==> config.mk <==
export PLATFORM = sky130hd
export DESIGN_NAME = rtermcal_ctrl
export DESIGN_NICKNAME = d
export VERILOG_FILES = /design/src/rtl/rtermcal_pkg.sv /design/src/rtl/rtermcal_sync.sv /design/src/rtl/rtermcal_ctrl.sv
export SDC_FILE = /design/constraint.sdc
export NUM_CORES = 1
export LEC_CHECK = 0
export BUFFER_PORTS_ARGS = -buffer_cell sky130_fd_sc_hd__buf_2
export CORE_MARGIN = 5
export CORE_UTILIZATION = 30
export DETAILED_ROUTE_END_ITERATION = 12
export GPL_TIMING_DRIVEN = 0
export SYNTH_ARGS = -nofsm -noshare
export SYNTH_HDL_FRONTEND = slang
export SYNTH_SLANG_ARGS = --single-unit
==> constraint.sdc <==
create_clock -name CLK_I -period 3.72 [get_ports CLK_I]
set_input_delay 0.558 -clock CLK_I [delete_from_list [all_inputs] [get_ports CLK_I]]
set_output_delay 0.558 -clock CLK_I [all_outputs]
set_load 0.01 [all_outputs]
==> src/rtl/rtermcal_pkg.sv <==
// Shared definitions for the termination-calibration controller: FSM states,
// cell mode encodings and the thermometer encoder for the SGIO trim.
package rtermcal_pkg;

    typedef enum logic [2:0] {
        ST_IDLE    = 3'd0,
        ST_SG_SET  = 3'd1,
        ST_SG_WAIT = 3'd2,
        ST_SG_EVAL = 3'd3,
        ST_LV_SET  = 3'd4,
        ST_LV_WAIT = 3'd5,
        ST_LV_EVAL = 3'd6,
        ST_DONE    = 3'd7
    } state_e;

    localparam logic [1:0] MODE_OFF  = 2'b00;
    localparam logic [1:0] MODE_SGIO = 2'b01;
    localparam logic [1:0] MODE_LVDS = 2'b10;

    localparam logic [3:0] CODE_MAX = 4'd15;

    // Bit k of the result is set when k <= code, so code 0 drives no legs.
    function automatic logic [15:1] thermo15(input logic [3:0] code);
        logic [15:1] t;
        t = 15'b000_0000_0000_0000;
        for (int k = 1; k <= 15; k++) begin
            t[k] = (4'(k) <= code);
        end
        return t;
    endfunction

endpackage

==> src/rtl/rtermcal_sync.sv <==
// Generic two-flop synchronizer, cleared to zero by reset.
module rtermcal_sync #(
    parameter int WIDTH = 2
) (
    input  logic             clk,
    input  logic             rst_n,
    input  logic [WIDTH-1:0] d,
    output logic [WIDTH-1:0] q
);

    logic [WIDTH-1:0] meta_r;
    logic [WIDTH-1:0] sync_r;

    // Two-stage capture of the asynchronous input
    always_ff @(posedge clk or negedge rst_n) begin
        if (!rst_n) begin
            meta_r <= {WIDTH{1'b0}};
            sync_r <= {WIDTH{1'b0}};
        end else begin
            meta_r <= d;
            sync_r <= meta_r;
        end
    end

    assign q = sync_r;

endmodule

==> src/rtl/rtermcal_ctrl.sv <==
// Calibration sequencer for the 1.8 V IO termination cell: linear search of
// the SGIO thermometer trim, then a 4-bit SAR search of the LVDS trim.
module rtermcal_ctrl
    import rtermcal_pkg::*;
#(
    parameter int SETTLE_CYCLES = 16
) (
    input  logic        CLK_I,
    input  logic        RSTN_I,
    input  logic        START_I,
    input  logic [1:0]  RESULT_I,
    output logic [1:0]  MODE_O,
    output logic [15:1] D_IOSG_O,
    output logic [3:0]  D_LVDS_O,
    output logic [3:0]  CODE_SGIO_O,
    output logic [3:0]  CODE_LVDS_O,
    output logic        BUSY_O,
    output logic        DONE_O,
    output logic [1:0]  ERR_O
);

    localparam logic [7:0] SETTLE_LOAD = 8'(SETTLE_CYCLES - 1);

    state_e      state_r;
    logic [3:0]  sg_code_r;
    logic [3:0]  lv_code_r;
    logic [1:0]  bit_idx_r;
    logic [7:0]  cnt_r;
    logic [1:0]  mode_r;
    logic [15:1] d_iosg_r;
    logic [3:0]  d_lvds_r;
    logic [3:0]  code_sgio_r;
    logic [3:0]  code_lvds_r;
    logic        busy_r;
    logic        done_r;
    logic [1:0]  err_r;

    logic [1:0]  res_sync_s;
    logic [3:0]  trial_s;
    logic [3:0]  lv_next_s;
    logic [3:0]  sg_final_s;
    logic        sg_step_s;
    logic        sg_rail_s;

    rtermcal_sync #(
        .WIDTH (2)
    ) u_sync (
        .clk   (CLK_I),
        .rst_n (RSTN_I),
        .d     (RESULT_I),
        .q     (res_sync_s)
    );

    // SAR trial bit and the LVDS code kept after the current comparison
    always_comb begin
        trial_s   = 4'b0001 << bit_idx_r;
        lv_next_s = lv_code_r;
        if (res_sync_s[1] == 1'b0) begin
            lv_next_s = lv_code_r | trial_s;
        end else begin
            lv_next_s = lv_code_r;
        end
    end

    // SGIO ramp decision: keep stepping, or settle on a final code (and flag a rail)
    always_comb begin
        sg_step_s  = 1'b0;
        sg_rail_s  = 1'b0;
        sg_final_s = sg_code_r;
        if (res_sync_s[0] == 1'b0) begin
            if (sg_code_r == CODE_MAX) begin
                sg_rail_s  = 1'b1;
                sg_final_s = CODE_MAX;
            end else begin
                sg_step_s  = 1'b1;
                sg_final_s = sg_code_r;
            end
        end else begin
            if (sg_code_r == 4'd0) begin
                sg_rail_s  = 1'b1;
                sg_final_s = 4'd0;
            end else begin
                sg_final_s = sg_code_r - 4'd1;
            end
        end
    end

    // Calibration FSM with registered cell drive and result outputs
    always_ff @(posedge CLK_I or negedge RSTN_I) begin
        if (!RSTN_I) begin
            state_r     <= ST_IDLE;
            sg_code_r   <= 4'd0;
            lv_code_r   <= 4'd0;
            bit_idx_r   <= 2'd0;
            cnt_r       <= 8'd0;
            mode_r      <= MODE_OFF;
            d_iosg_r    <= 15'b000_0000_0000_0000;
            d_lvds_r    <= 4'd0;
            code_sgio_r <= 4'd0;
            code_lvds_r <= 4'd0;
            busy_r      <= 1'b0;
            done_r      <= 1'b0;
            err_r       <= 2'b00;
        end else begin
            case (state_r)
                ST_IDLE: begin
                    if (START_I) begin
                        sg_code_r <= 4'd0;
                        state_r   <= ST_SG_SET;
                    end else begin
                        state_r   <= ST_IDLE;
                    end
                end
                ST_SG_SET: begin
                    mode_r   <= MODE_SGIO;
                    d_iosg_r <= thermo15(sg_code_r);
                    d_lvds_r <= 4'd0;
                    busy_r   <= 1'b1;
                    done_r   <= 1'b0;
                    err_r    <= 2'b00;
                    cnt_r    <= SETTLE_LOAD;
                    state_r  <= ST_SG_WAIT;
                end
                ST_SG_WAIT: begin
                    if (cnt_r == 8'd0) begin
                        state_r <= ST_SG_EVAL;
                    end else begin
                        cnt_r   <= cnt_r - 8'd1;
                    end
                end
                ST_SG_EVAL: begin
                    if (sg_step_s) begin
                        sg_code_r <= sg_code_r + 4'd1;
                        state_r   <= ST_SG_SET;
                    end else begin
                        code_sgio_r <= sg_final_s;
                        d_iosg_r    <= thermo15(sg_final_s);
                        err_r[0]    <= sg_rail_s;
                        lv_code_r   <= 4'd0;
                        bit_idx_r   <= 2'd3;
                        state_r     <= ST_LV_SET;
                    end
                end
                ST_LV_SET: begin
                    mode_r   <= MODE_LVDS;
                    d_lvds_r <= lv_code_r | trial_s;
                    cnt_r    <= SETTLE_LOAD;
                    state_r  <= ST_LV_WAIT;
                end
                ST_LV_WAIT: begin
                    if (cnt_r == 8'd0) begin
                        state_r <= ST_LV_EVAL;
                    end else begin
                        cnt_r   <= cnt_r - 8'd1;
                    end
                end
                ST_LV_EVAL: begin
                    lv_code_r <= lv_next_s;
                    if (bit_idx_r == 2'd0) begin
                        code_lvds_r <= lv_next_s;
                        d_lvds_r    <= lv_next_s;
                        err_r[1]    <= (lv_next_s == 4'd0) || (lv_next_s == CODE_MAX);
                        state_r     <= ST_DONE;
                    end else begin
                        bit_idx_r   <= bit_idx_r - 2'd1;
                        state_r     <= ST_LV_SET;
                    end
                end
                ST_DONE: begin
                    mode_r <= MODE_OFF;
                    busy_r <= 1'b0;
                    done_r <= 1'b1;
                    if (START_I) begin
                        sg_code_r <= 4'd0;
                        state_r   <= ST_SG_SET;
                    end else begin
                        state_r   <= ST_DONE;
                    end
                end
                default: begin
                    state_r <= ST_IDLE;
                end
            endcase
        end
    end

    assign MODE_O      = mode_r;
    assign D_IOSG_O    = d_iosg_r;
    assign D_LVDS_O    = d_lvds_r;
    assign CODE_SGIO_O = code_sgio_r;
    assign CODE_LVDS_O = code_lvds_r;
    assign BUSY_O      = busy_r;
    assign DONE_O      = done_r;
    assign ERR_O       = err_r;

endmodule

Yosys cells after proc, flatten, opt, wreduce, memory -nomap -nowiden --
Index checks and enable logic that the tools add are counted.
Storage, ports and cells: output and inout bits 33, register bits after elaboration 58, input port bits 5, word-level logic and storage cells 134, memories 0, latch bits 0, ROM bits 0, memory bits (writable) 0
Operators by class: shifts and indexed selects 1, magnitude comparators 30, bitwise operators 2, divide/modulo/power cells 0, reduce and logical (&&, ||, !) cells 27, muxes and demuxes 37, equal/unequal tests 17, add/subtract/negate cells 4, multipliers 0
Operators with widths (number):
- $le 4x4->1 const A | 16
- $le 3x4->1 const A | 8
- $mux 4 | 8
- $pmux 15 s2 | 1
- $pmux 3 s8 | 1
- $le 2x4->1 const A | 4
- $pmux 4 s2 | 2
- $pmux 8 s2 | 1
- $reduce_and 2->1 | 8
- $mux 15 | 1
- $ne 2x2->1 const B | 7
- $eq 3x3->1 const B | 4
- $mux 3 | 4
- $pmux 4 s3 | 1
- $reduce_bool 2->1 | 6
- $eq 4x4->1 const B | 2
- $le 1x4->1 const A | 2
- $logic_not 4->1 | 2
- $logic_not 8->1 | 1
- $mux 1 | 8
- $mux 8 | 1
- $pmux 1 s2 | 4
- $sub 8x1->8 const B | 1
- $eq 3x2->1 const B | 2
- other kinds (17) | 23

Longest topological paths before layout --
Gate-level depths: netlist of the first run.
depth after elaboration 7, mapped depth 9, depth with buffers taken out 7

By module --
Synthesis of the first run repeated with hierarchy kept, for this count alone.
Unflattened totals: cell total of the unflattened synthesis 341, area, all modules 3153.0 um2
Modules (own cells, without submodules):
- rtermcal_ctrl | area an instance 3052.9 um2, cells an instance 337, instances 1, sequential area each 1351.3 um2
- rtermcal_sync | area an instance 100.1 um2, cells an instance 4, instances 1, sequential area each 100.1 um2

Least setup slack after synthesis of the first run --
OpenSTA, ideal clock, no wires.
path kind flip-flop to flip-flop, start point reg sg_code_r[0], end point reg d_iosg_r, in the netlist D_IOSG_O[1], library setup time 0.128 ns, path buffers 1, setup slack 1.731 ns, period minus slack after synthesis 1.989 ns, stages on the path, launching flop included 9, arrival time 1.861 ns, data required time 3.592 ns, cell sequence dfrtp_1 clkbuf_2 inv_1 ha_1 nor2_1 mux2i_1 nand3_1 o32ai_1 nand2_1
On the way: longest elaborated chain between the ends 6, elaborated cells on any way between the ends 14, classes of those cells add/sub: 1; order compare: 2; eq/ne: 2; mux: 7; reduce/logical: 2
Ends and longest elaborated chain:
- start, declared | RTL line rtermcal_ctrl.sv:25 | logic [3:0] sg_code_r;
- start signal, assigned | RTL line rtermcal_ctrl.sv:133 | sg_code_r <= sg_code_r + 4'd1;
- $sub 4x1->4 (tied with other cells) | RTL line rtermcal_ctrl.sv:83 | sg_final_s = sg_code_r - 4'd1;
- $mux 4 (on tied branches) | RTL line rtermcal_ctrl.sv:79, rtermcal_ctrl.sv:71
- $mux 4 | RTL line rtermcal_ctrl.sv:70 | if (res_sync_s[0] == 1'b0) begin
- $le 1x4->1 | RTL line rtermcal_pkg.sv:27 | t[k] = (4'(k) <= code);
- $mux 15 | RTL line rtermcal_ctrl.sv:132 | if (sg_step_s) begin
- $pmux 15 s2 | RTL line rtermcal_ctrl.sv:105 | case (state_r)
- end signal, assigned | RTL line rtermcal_ctrl.sv:116 | d_iosg_r <= thermo15(sg_code_r);
- end signal, assigned | RTL line rtermcal_ctrl.sv:137 | d_iosg_r <= thermo15(sg_final_s);
- end, declared | RTL line rtermcal_ctrl.sv:30 | logic [15:1] d_iosg_r;
Several ways; a longest one is shown, not always the timed one. The select of a mux whose other input is x is not followed. A chain may end at the register's enable or synchronous reset.

Worst setup path in the final report of the first run --
start point reg sg_code_r[0], end point reg d_iosg_r, in the netlist D_IOSG_O[2]
On the way: longest elaborated chain between the ends 6, elaborated cells on any way between the ends 14, classes of those cells add/sub: 1; order compare: 2; eq/ne: 2; mux: 7; reduce/logical: 2
Ends and longest elaborated chain (RTL line):
- $sub 4x1->4 (tied with other cells) | rtermcal_ctrl.sv:83
- $mux 4 (on tied branches) | rtermcal_ctrl.sv:79, rtermcal_ctrl.sv:71
- $mux 4 | rtermcal_ctrl.sv:70
- $le 2x4->1 | rtermcal_pkg.sv:27
- $mux 15 | rtermcal_ctrl.sv:132
- $pmux 15 s2 | rtermcal_ctrl.sv:105
Several ways; a longest one is shown, not always the timed one. The select of a mux whose other input is x is not followed.

==> impl_metrics.tcl, run 1 <==
set metrics [dict create \
    status "finished clean" \
    utilization_pct 36.0 \
    synth_compound_area_share_pct 22.8 \
    clk_pin_slew_ns 0.06 \
    rows 37 \
    die_x_um 113 \
    setup_viol 0 \
    fin_tns_setup_ns 0 \
    cts.hold.buffers_added 0 \
    synthTopCellsByArea "dfrtp_1, o21ai_0, a21oi_1, nor2_1, ha_1" \
    drv_cap 0 \
    synth_top_area_share_pct 45.5 \
    ys_seq_area_share_pct 45.5 \
    synth_fp_nets 360 \
    synth_edf_count 0 \
    grt_first_pass_wirelength_um 12900 \
    clockBufferDepth 2 \
    die_area_um2 12800 \
    synthXorXnorAreaFrac_pct 1.92 \
    yosys.area_share.simple_pct 18.9 \
    internal_power_uw 1770 \
    first_pass_iters 4 \
    async_flop_share_pct 100 \
    synth_top_area_cell "dfrtp_1" \
    vias_per_cell 4.99 \
    synth_top_family_by_area "compound AO/OA/AOI/OAI gates" \
    grt_usage_pct 12.2 \
    start_util_pct 30.8 \
    vias 2654 \
    clk_latency_ns 0.33 \
    drtIter0Drc 104 \
    crit_fanout 9 \
    port_buffers 37 \
    drive_gt1_share_pct 19.7 \
    syn-cell-area_um2 3190 \
    final_nets 408 \
    cts_resized 0 \
    cts_setup_buffers 0 \
    vdd_drop_max_v 0.000357 \
    grt_max_degree 59 \
    p_switching_uw 1330 \
    hold_violations 0 \
    required_ns 3.92 \
    hpwl_um 5410 \
    p_clk_share_pct 18.2 \
    grt_antenna_before_repair 0 \
    post-route-period-util_pct 69.5 \
    pwr_density_cell_nw_per_um2 830 \
    final_cell_mix "dfrtp_1, nor2_1, buf_2" \
    antenna_cells 0 \
    htreeDepth 3 \
    gp_congestion 0.865 \
    routedWlPerCell_um 14.3 \
    cts_tree "done" \
    cp.arrival_ns 2.79 \
    critPathKind "flip-flop to flip-flop" \
    drc 0 \
    cts_inserted_buffers 9 \
    rrSetupSlack_ns 1.14 \
    drv_slew 0 \
    skew_ns 0.00905 \
    area_growth_pct 17.0 \
    slew-limit-headroom_pct 50.3 \
    synth.distinct_cells 58 \
    synthMuxAreaShare_pct 1.02 \
    synth_area_per_cell_um2 9.27 \
    cts_root_buffer "clkbuf_8" \
    pin_count 38 \
    whs_ns 0.286 \
    layout_commonest_cell "dfrtp_1" \
    die_h_um 113 \
    share_comb_of_total_power_pct 48.3 \
    hp-class "input port to asynchronous set/reset pin" \
    wirelength_um 7590 \
    nFillCells 1104 \
    antenna_left 0 \
    coreArea_um2 10400 \
    grt.overflow.total 0 \
    fin_crit_ns 2.58 \
    ys_warn_count 0 \
    design_power_total_uw 3100 \
    cts_sinks 58 \
    ys.flop_type "dfrtp_1" \
    synth_fa_ha_area_share_pct 4.31 \
    max_freq_mhz 387 \
    synth_cells 344 \
    p_sw_share_pct 42.8 \
    critPathLaunchType "flip-flop" \
    sequentialPowerShare_pct 33.6 \
    cp-end-kind "flip-flop" \
    rsz0062_at_grt "no" \
    worstMarginPinSlew_ns 0.745 \
    grt_pass1_vias 2606 \
    synth_seq_cells 58 \
    p_leak_uw 0.00170 \
]
[sequential cells by signal, summed over array words and instances (netlist names)]
register       flops
D_IOSG_O          15
cnt_r              8
CODE_LVDS_O        4
CODE_SGIO_O        4
D_LVDS_O           4
lv_code_r          4
sg_code_r          4
state_r            3
ERR_O              2
MODE_O             2
bit_idx_r          2
u_sync.meta_r      2
u_sync.q           2
BUSY_O             1
DONE_O             1
[synth_stat cells, types with 3 or more instances]
master	n
nand3_1	7
nor2_1	44
nand2_1	33
nor3_1	5
a21o_1	3
nor2b_1	4
nand3b_1	3
a21oi_1	36
buf_6	3
clkbuf_8	3
nand2b_1	5
buf_2	4
ha_1	11
o21a_1	3
xor2_1	5
inv_1	13
o21ai_0	39
o21bai_1	3
nand4_1	3
clkbuf_1	7
a31oi_1	8
dfrtp_1	58
[per-stage QoR]
step | setup slack [ns] | cells | area (um2)
2_1_floorplan | 1.73 | 344 | 3190
3_3_place_gp | 1.22 | 517 | 3550
3_5_place_dp | 1.22 | 517 | 3550
4_1_cts | 1.20 | 532 | 3730
5_1_grt | 1.00 | 532 | 3730
6_report | 1.14 | 532 | 3730
[power groups by stage]
stage	clock network (uW)	logic (uW)	registers, uW
2_1_floorplan	0	985	1100
3_3_place_gp	0	1490	1040
3_5_place_dp	0	1500	1050
4_1_cts	583	1510	1040
5_1_grt	611	1680	1080
6_report	563	1490	1040
[logic make-up (layout without fill, tap and decap cells)]
| kind of cell | after synthesis | after routing |
|---|---|---|
| muxes | 3 | 3 |
| adders and majority gates | 11 | 11 |
| xor gates and xnor gates | 7 | 7 |
| buffers and inverters | 31 | 83 |
| and+or+nand+nor | 119 | 119 |
| DFF | 58 | 58 |
| AOI/OAI and AO/OA | 115 | 115 |
[metal layers]
layer | wire length (um) | vias to the layer above | part of all wire, % | global-route usage (%)
met5 | 0 | - | 0 | 0
met4 | 138 | 0 | 1.8 | 4.09
met3 | 269 | 15 | 3.5 | 3.05
met2 | 3650 | 48 | 48 | 20.1
met1 | 3530 | 1281 | 47 | 15.7
li1 | - | 1310 | - | -
[layout make-up]
cell class	instances	area, um2	share of cell area, %
multi-input combinational	255	1560	41.9
tap	136	170	4.56
timing repair buffer	37	188	5.03
clock inverter	3	40.0	1.07
clock buffer	12	145	3.89
sequential	58	1450	38.9
inverter	13	48.8	1.31
buffer	18	126	3.38
[path summary, 6_finish.rpt]
| path | startpoint | end | depth (start not counted) |
|---|---|---|---|
| min in group CLK_I | RESULT_I[1] | u_sync.meta_r[1] | 1 |
| hold reg to reg | u_sync.meta_r[1] | u_sync.q[1] | 0 |
| hold / removal | RSTN_I | cnt_r[3] | 1 |
| setup / recovery | sg_code_r[0] | D_IOSG_O[2] | 8 |
| setup reg to reg | sg_code_r[0] | D_IOSG_O[2] | 8 |
| max in group asynchronous | RSTN_I | ERR_O[0] | 1 |
[worst max-delay path: stages, from the launching register on]
cell	delay (ns)
dfrtp_1	0.42
clkbuf_2	0.22
inv_1	0.17
ha_1	0.33
nor2_1	0.08
mux2i_1	0.52
nand3_1	0.30
a22oi_1	0.33
a21oi_1	0.10
Note: power is estimated with default switching activity, not from simulation.
==> inputs of run 2 (changes only) <==
Clock period 3.72 ns to 2.6 ns, I/O delays scaled along.
==> run 2 against run 1 <==
  * Die area stayed put
  * Sequential share of layout area about the same
  * Utilization barely moved
  * Global-route usage is the same
  * Register-to-register slack worse by 0.96 ns
  * Wire length barely moved
  * Power rose by 43%
  * Via count fell by 0.11%
  * Clock power is 43% higher
  * Critical path type unchanged
  * Highest routed layer unchanged
==> impl_metrics.tcl, run 2 (synthesis results as in run 1) <==
set metrics [dict create \
    status "finished clean" \
    post_dp_cell_area_um2 3550 \
    required_ns 2.80 \
    max_freq_mhz 413 \
    cp-end-kind "flip-flop" \
    slew-limit-headroom_pct 50.4 \
    cts.hold.buffers_added 0 \
    drc 0 \
    antenna_left 0 \
    internal_power_uw 2540 \
    p_switching_uw 1900 \
    vdd_drop_max_v 0.000511 \
    grt_usage_pct 12.2 \
    gp_congestion 0.865 \
    antenna_cells 0 \
    area_growth_pct 17.1 \
    design_power_total_uw 4440 \
    hold_violations 0 \
    cp.arrival_ns 2.62 \
    drv_cap 0 \
    grt_pass1_vias 2606 \
    drv_slew 0 \
    grt_max_degree 59 \
    critPathLaunchType "flip-flop" \
    htreeDepth 3 \
    start_util_pct 30.8 \
    routedWlPerCell_um 14.3 \
    cts_resized 0 \
    share_comb_of_total_power_pct 48.3 \
    cts_root_buffer "clkbuf_8" \
    die_x_um 113 \
    setup_viol 0 \
    hp-class "input port to asynchronous set/reset pin" \
    fin_crit_ns 2.42 \
    rsz0062_at_grt "no" \
    cts_inserted_buffers 9 \
    pin_count 38 \
    final_nets 408 \
    clk_pin_slew_ns 0.06 \
    dp.cells 517 \
    pwr_density_cell_nw_per_um2 1190 \
    vias_per_cell 4.98 \
    layout_commonest_cell "dfrtp_1" \
    clockBufferDepth 2 \
    final-instance-count-excl-fill 532 \
    cts_setup_buffers 0 \
    crit_fanout 9 \
    post-route-cell-area_um2 3740 \
    worstMarginPinSlew_ns 0.744 \
    clk_latency_ns 0.33 \
    drtIter0Drc 100 \
    vias 2651 \
    cts_sinks 58 \
    p_sw_share_pct 42.9 \
    grt_antenna_before_repair 0 \
    wirelength_um 7590 \
    drive_gt1_share_pct 19.9 \
    final_cell_mix "dfrtp_1, nor2_1, buf_2" \
    rows 37 \
    sequentialPowerShare_pct 33.5 \
    coreArea_um2 10400 \
    p_leak_uw 0.00170 \
    post-route-period-util_pct 93.1 \
    first_pass_iters 5 \
    p_clk_share_pct 18.1 \
    largest_reg_flops 15 \
    grt_first_pass_wirelength_um 12900 \
    critPathKind "flip-flop to flip-flop" \
    die_h_um 113 \
    port_buffers 37 \
    hpwl_um 5410 \
    die_area_um2 12800 \
    fin_tns_setup_ns 0 \
    cts_tree "done" \
    skew_ns 0.00911 \
    grt.overflow.total 0 \
]
[run 2: final timing paths]
| check | endpoint | start | cells after the start | slack, ns |
|---|---|---|---|---|
| worst min register to register | u_sync.q[1] | u_sync.meta_r[1] | 0 | 0.35 |
| worst min-delay path | cnt_r[3] | RSTN_I | 1 | 0.12 |
| min in group CLK_I | u_sync.meta_r[1] | RESULT_I[1] | 1 | 0.16 |
| worst max-delay path | D_IOSG_O[2] | sg_code_r[0] | 8 | 0.18 |
| max in group asynchronous | ERR_O[0] | RSTN_I | 1 | 1.98 |
| worst max register to register | D_IOSG_O[2] | sg_code_r[0] | 8 | 0.18 |
[run 2: final cells by class]
| cell class | count | area (um2) |
|---|---|---|
| Buffer | 18 | 126 |
| Fill cell | 1104 | 6630 |
| Multi-Input combinational cell | 255 | 1570 |
| Clock buffer | 12 | 145 |
| Timing Repair Buffer | 37 | 188 |
| Clock inverter | 3 | 40.0 |
| Sequential cell | 58 | 1450 |
| Tap cell | 136 | 170 |
| Inverter | 13 | 48.8 |
[run 2: power groups by stage]
stage                     Sequential [uW]  Clock, uW  Combinational (uW)
after CTS                            1490        834                2160
final                                1490        806                2150
after global placement               1490          0                2130
after detailed placement             1510          0                2150
after global routing                 1550        875                2420
after floorplan                      1570          0                1410
[run 2: metal layers]
| layer | global-route usage, % | part of all wire [%] | wire, um | vias to the layer above |
|---|---|---|---|---|
| li1 | - | - | - | 1311 |
| met1 | 15.7 | 47 | 3550 | 1277 |
| met2 | 20.1 | 48 | 3640 | 47 |
| met3 | 3.05 | 3.4 | 260 | 16 |
| met4 | 4.09 | 1.8 | 137 | 0 |
| met5 | 0 | 0 | 0 | - |
[run 2: metrics by stage]
| step | hold slack, ns | utilization [%] | setup WS [ns] |
|---|---|---|---|
| detailed placement | 0.336 | 34.2 | 0.0952 |
| finish | 0.118 | 36.0 | 0.180 |
| floorplan | 0.0944 | - | 0.611 |
| global placement | 0.334 | 34.2 | 0.0975 |
| global route | 0.143 | 36.0 | 0.0371 |
| CTS | 0.146 | 36.0 | 0.0819 |
[run 2: critical path, stage by stage, from the launching register on]
cell	delay, ns
dfrtp_1	0.40
clkbuf_2	0.26
inv_1	0.13
ha_1	0.31
and4b_1	0.25
a21oi_2	0.30
nand3_1	0.23
a22oi_1	0.31
a21oi_1	0.10
==> inputs of run 3 (changes only) <==
Settings changed: ABC_AREA set to 1.
==> run 3 against run 2 <==
  * Clock skew decreased by 0.0028 ns
  * Die area fell by 3.6%
  * Flip-flop and latch count unchanged
  * Setup slack better by 0.28 ns
  * Critical path depth shrank 1
  * Largest power group unchanged
  * Highest routed layer is now met5
==> impl_metrics.tcl, run 3 <==
set metrics [dict create \
    grt_pass1_vias 2615 \
    synth_most_common_cell "nand2_1" \
    drv_slew 0 \
    port_buffers 37 \
    final_cell_mix "nand2_1, dfrtp_1, inv_1" \
    cts_root_buffer "clkbuf_8" \
    largest_reg_flops 15 \
    first_pass_iters 5 \
    syn-cell-area_um2 3070 \
    cp-end-kind "flip-flop" \
    crit_fanout 10 \
    synth_top_area_cell "dfrtp_1" \
    async_flop_share_pct 100 \
    post-route-period-util_pct 82.3 \
    clockBufferDepth 2 \
    required_ns 2.82 \
    gp_congestion 0.881 \
    worstMarginPinSlew_ns 0.726 \
    clk_latency_ns 0.34 \
    drc 0 \
    fin_crit_ns 2.14 \
    hp-class "input port to asynchronous set/reset pin" \
    nFillCells 1050 \
    synth_fp_nets 410 \
    coreArea_um2 10100 \
    clk_pin_slew_ns 0.07 \
    synth_area_per_cell_um2 7.78 \
    grt_usage_pct 11.9 \
    die_h_um 111 \
    post_dp_cell_area_um2 3420 \
    grt.overflow.total 0 \
    vias_per_cell 4.61 \
    drive_gt1_share_pct 16.1 \
    critPathLaunchType "flip-flop" \
    drtIter0Drc 112 \
    cts_sinks 58 \
    grt_first_pass_wirelength_um 12100 \
    routedWlPerCell_um 11.8 \
    multi_input_comb_area_um2 1380 \
    vias 2685 \
    status "finished clean" \
    layout_commonest_cell "nand2_1" \
    skew_ns 0.00632 \
    vdd_drop_max_v 0.000325 \
    p_leak_uw 0.00189 \
    pin_count 38 \
    hpwl_um 5070 \
    netlist_top_cells_count "nand2_1, dfrtp_1, inv_1" \
    reg2reg_depth 7 \
    synth_edf_count 0 \
    slew-limit-headroom_pct 51.6 \
    synthTopCellsByArea "dfrtp_1, nand2_1, o21ai_0, inv_1, nor2_1" \
    max_freq_mhz 467 \
    fin_tns_setup_ns 0 \
    grt_max_degree 59 \
    cts_inserted_buffers 9 \
    ff_latch_area_um2 1450 \
    synth_cells 394 \
    antenna_left 0 \
    critPathKind "flip-flop to flip-flop" \
    cts_resized 0 \
    ys_seq_area_share_pct 47.3 \
    synth.distinct_cells 32 \
    post-route-cell-area_um2 3620 \
    ys_warn_count 0 \
    rsz0062_at_grt "no" \
    hold_violations 0 \
    start_util_pct 30.2 \
    cp.arrival_ns 2.35 \
    setup_viol 0 \
    wirelength_um 6890 \
    ys.flop_type "dfrtp_1" \
    cts.hold.buffers_added 0 \
    die_x_um 111 \
    die_area_um2 12300 \
    synth_seq_cells 58 \
    area_growth_pct 18.2 \
    htreeDepth 3 \
    final_nets 458 \
    cts_setup_buffers 0 \
    design_power_total_uw 4540 \
    pwr_density_cell_nw_per_um2 1250 \
    rows 37 \
    grt_antenna_before_repair 1 \
    synth_top_area_share_pct 47.3 \
    cts_tree "done" \
    drv_cap 0 \
    antenna_cells 0 \
]
-- run 3: power breakdown --
group | switching (uW) | internal, uW | leakage (uW)
clock network | 347 | 475 | 0.000106
registers | 250 | 1270 | 0.000725
logic | 1420 | 784 | 0.00106
-- run 3: final timing paths --
check | start | endpoint | slack, ns
worst min register to register | u_sync.meta_r[1] | u_sync.q[1] | 0.35
worst max register to register | sg_code_r[0] | D_IOSG_O[1] | 0.46
max in group asynchronous | RSTN_I | state_r[0] | 2.02
min in group CLK_I | RESULT_I[1] | u_sync.meta_r[1] | 0.15
worst min-delay path | RSTN_I | D_IOSG_O[4] | 0.1
worst max-delay path | sg_code_r[0] | D_IOSG_O[1] | 0.46
-- run 3: metal layers --
layer / track usage, % / wire length (um) / vias to the layer above
li1: - / - / 1364
met1: 15.0 / 3270 / 1237
met2: 18.6 / 3050 / 68
met3: 3.28 / 405 / 14
met4: 5.76 / 160 / 2
met5: 0 / 7 / -
-- run 3: cell families after synthesis --
group	Yosys count	synth area share, %
xor gates and xnor gates	5	1.43
and+or+nand+nor	189	25.8
DFF	58	47.3
AOI/OAI and AO/OA	73	13.2
buffers and inverters	58	7.71
adders and majority gates	11	4.49
-- run 3: area by class of cell --
type / instances / share of cell area, %
Sequential cell: 58 / 40.0
Multi-Input combinational cell: 278 / 38.0
Clock buffer: 15 / 5.42
Timing Repair Buffer: 37 / 5.18
Inverter: 50 / 5.18
Tap cell: 136 / 4.69
Buffer: 8 / 1.35
Clock inverter: 1 / 0.138
-- run 3: worst max-delay path, cell delays in order, from the launching register on --
cell	delay [ns]
dfrtp_1	0.50
ha_1	0.32
nand3_1	0.13
nand2_1	0.11
o21ai_0	0.50
nand3_1	0.23
nor2_1	0.15
o21ai_0	0.09
-- run 3: metrics by stage --
stage	instances	hold slack, ns	util, %	worst slack (ns)
floorplan	394	0.0944	-	0.996
global placement	567	0.335	33.7	0.524
detailed placement	567	0.338	33.7	0.542
CTS	583	0.133	35.7	0.539
global route	583	0.130	35.8	0.347
finish	583	0.0986	35.8	0.461
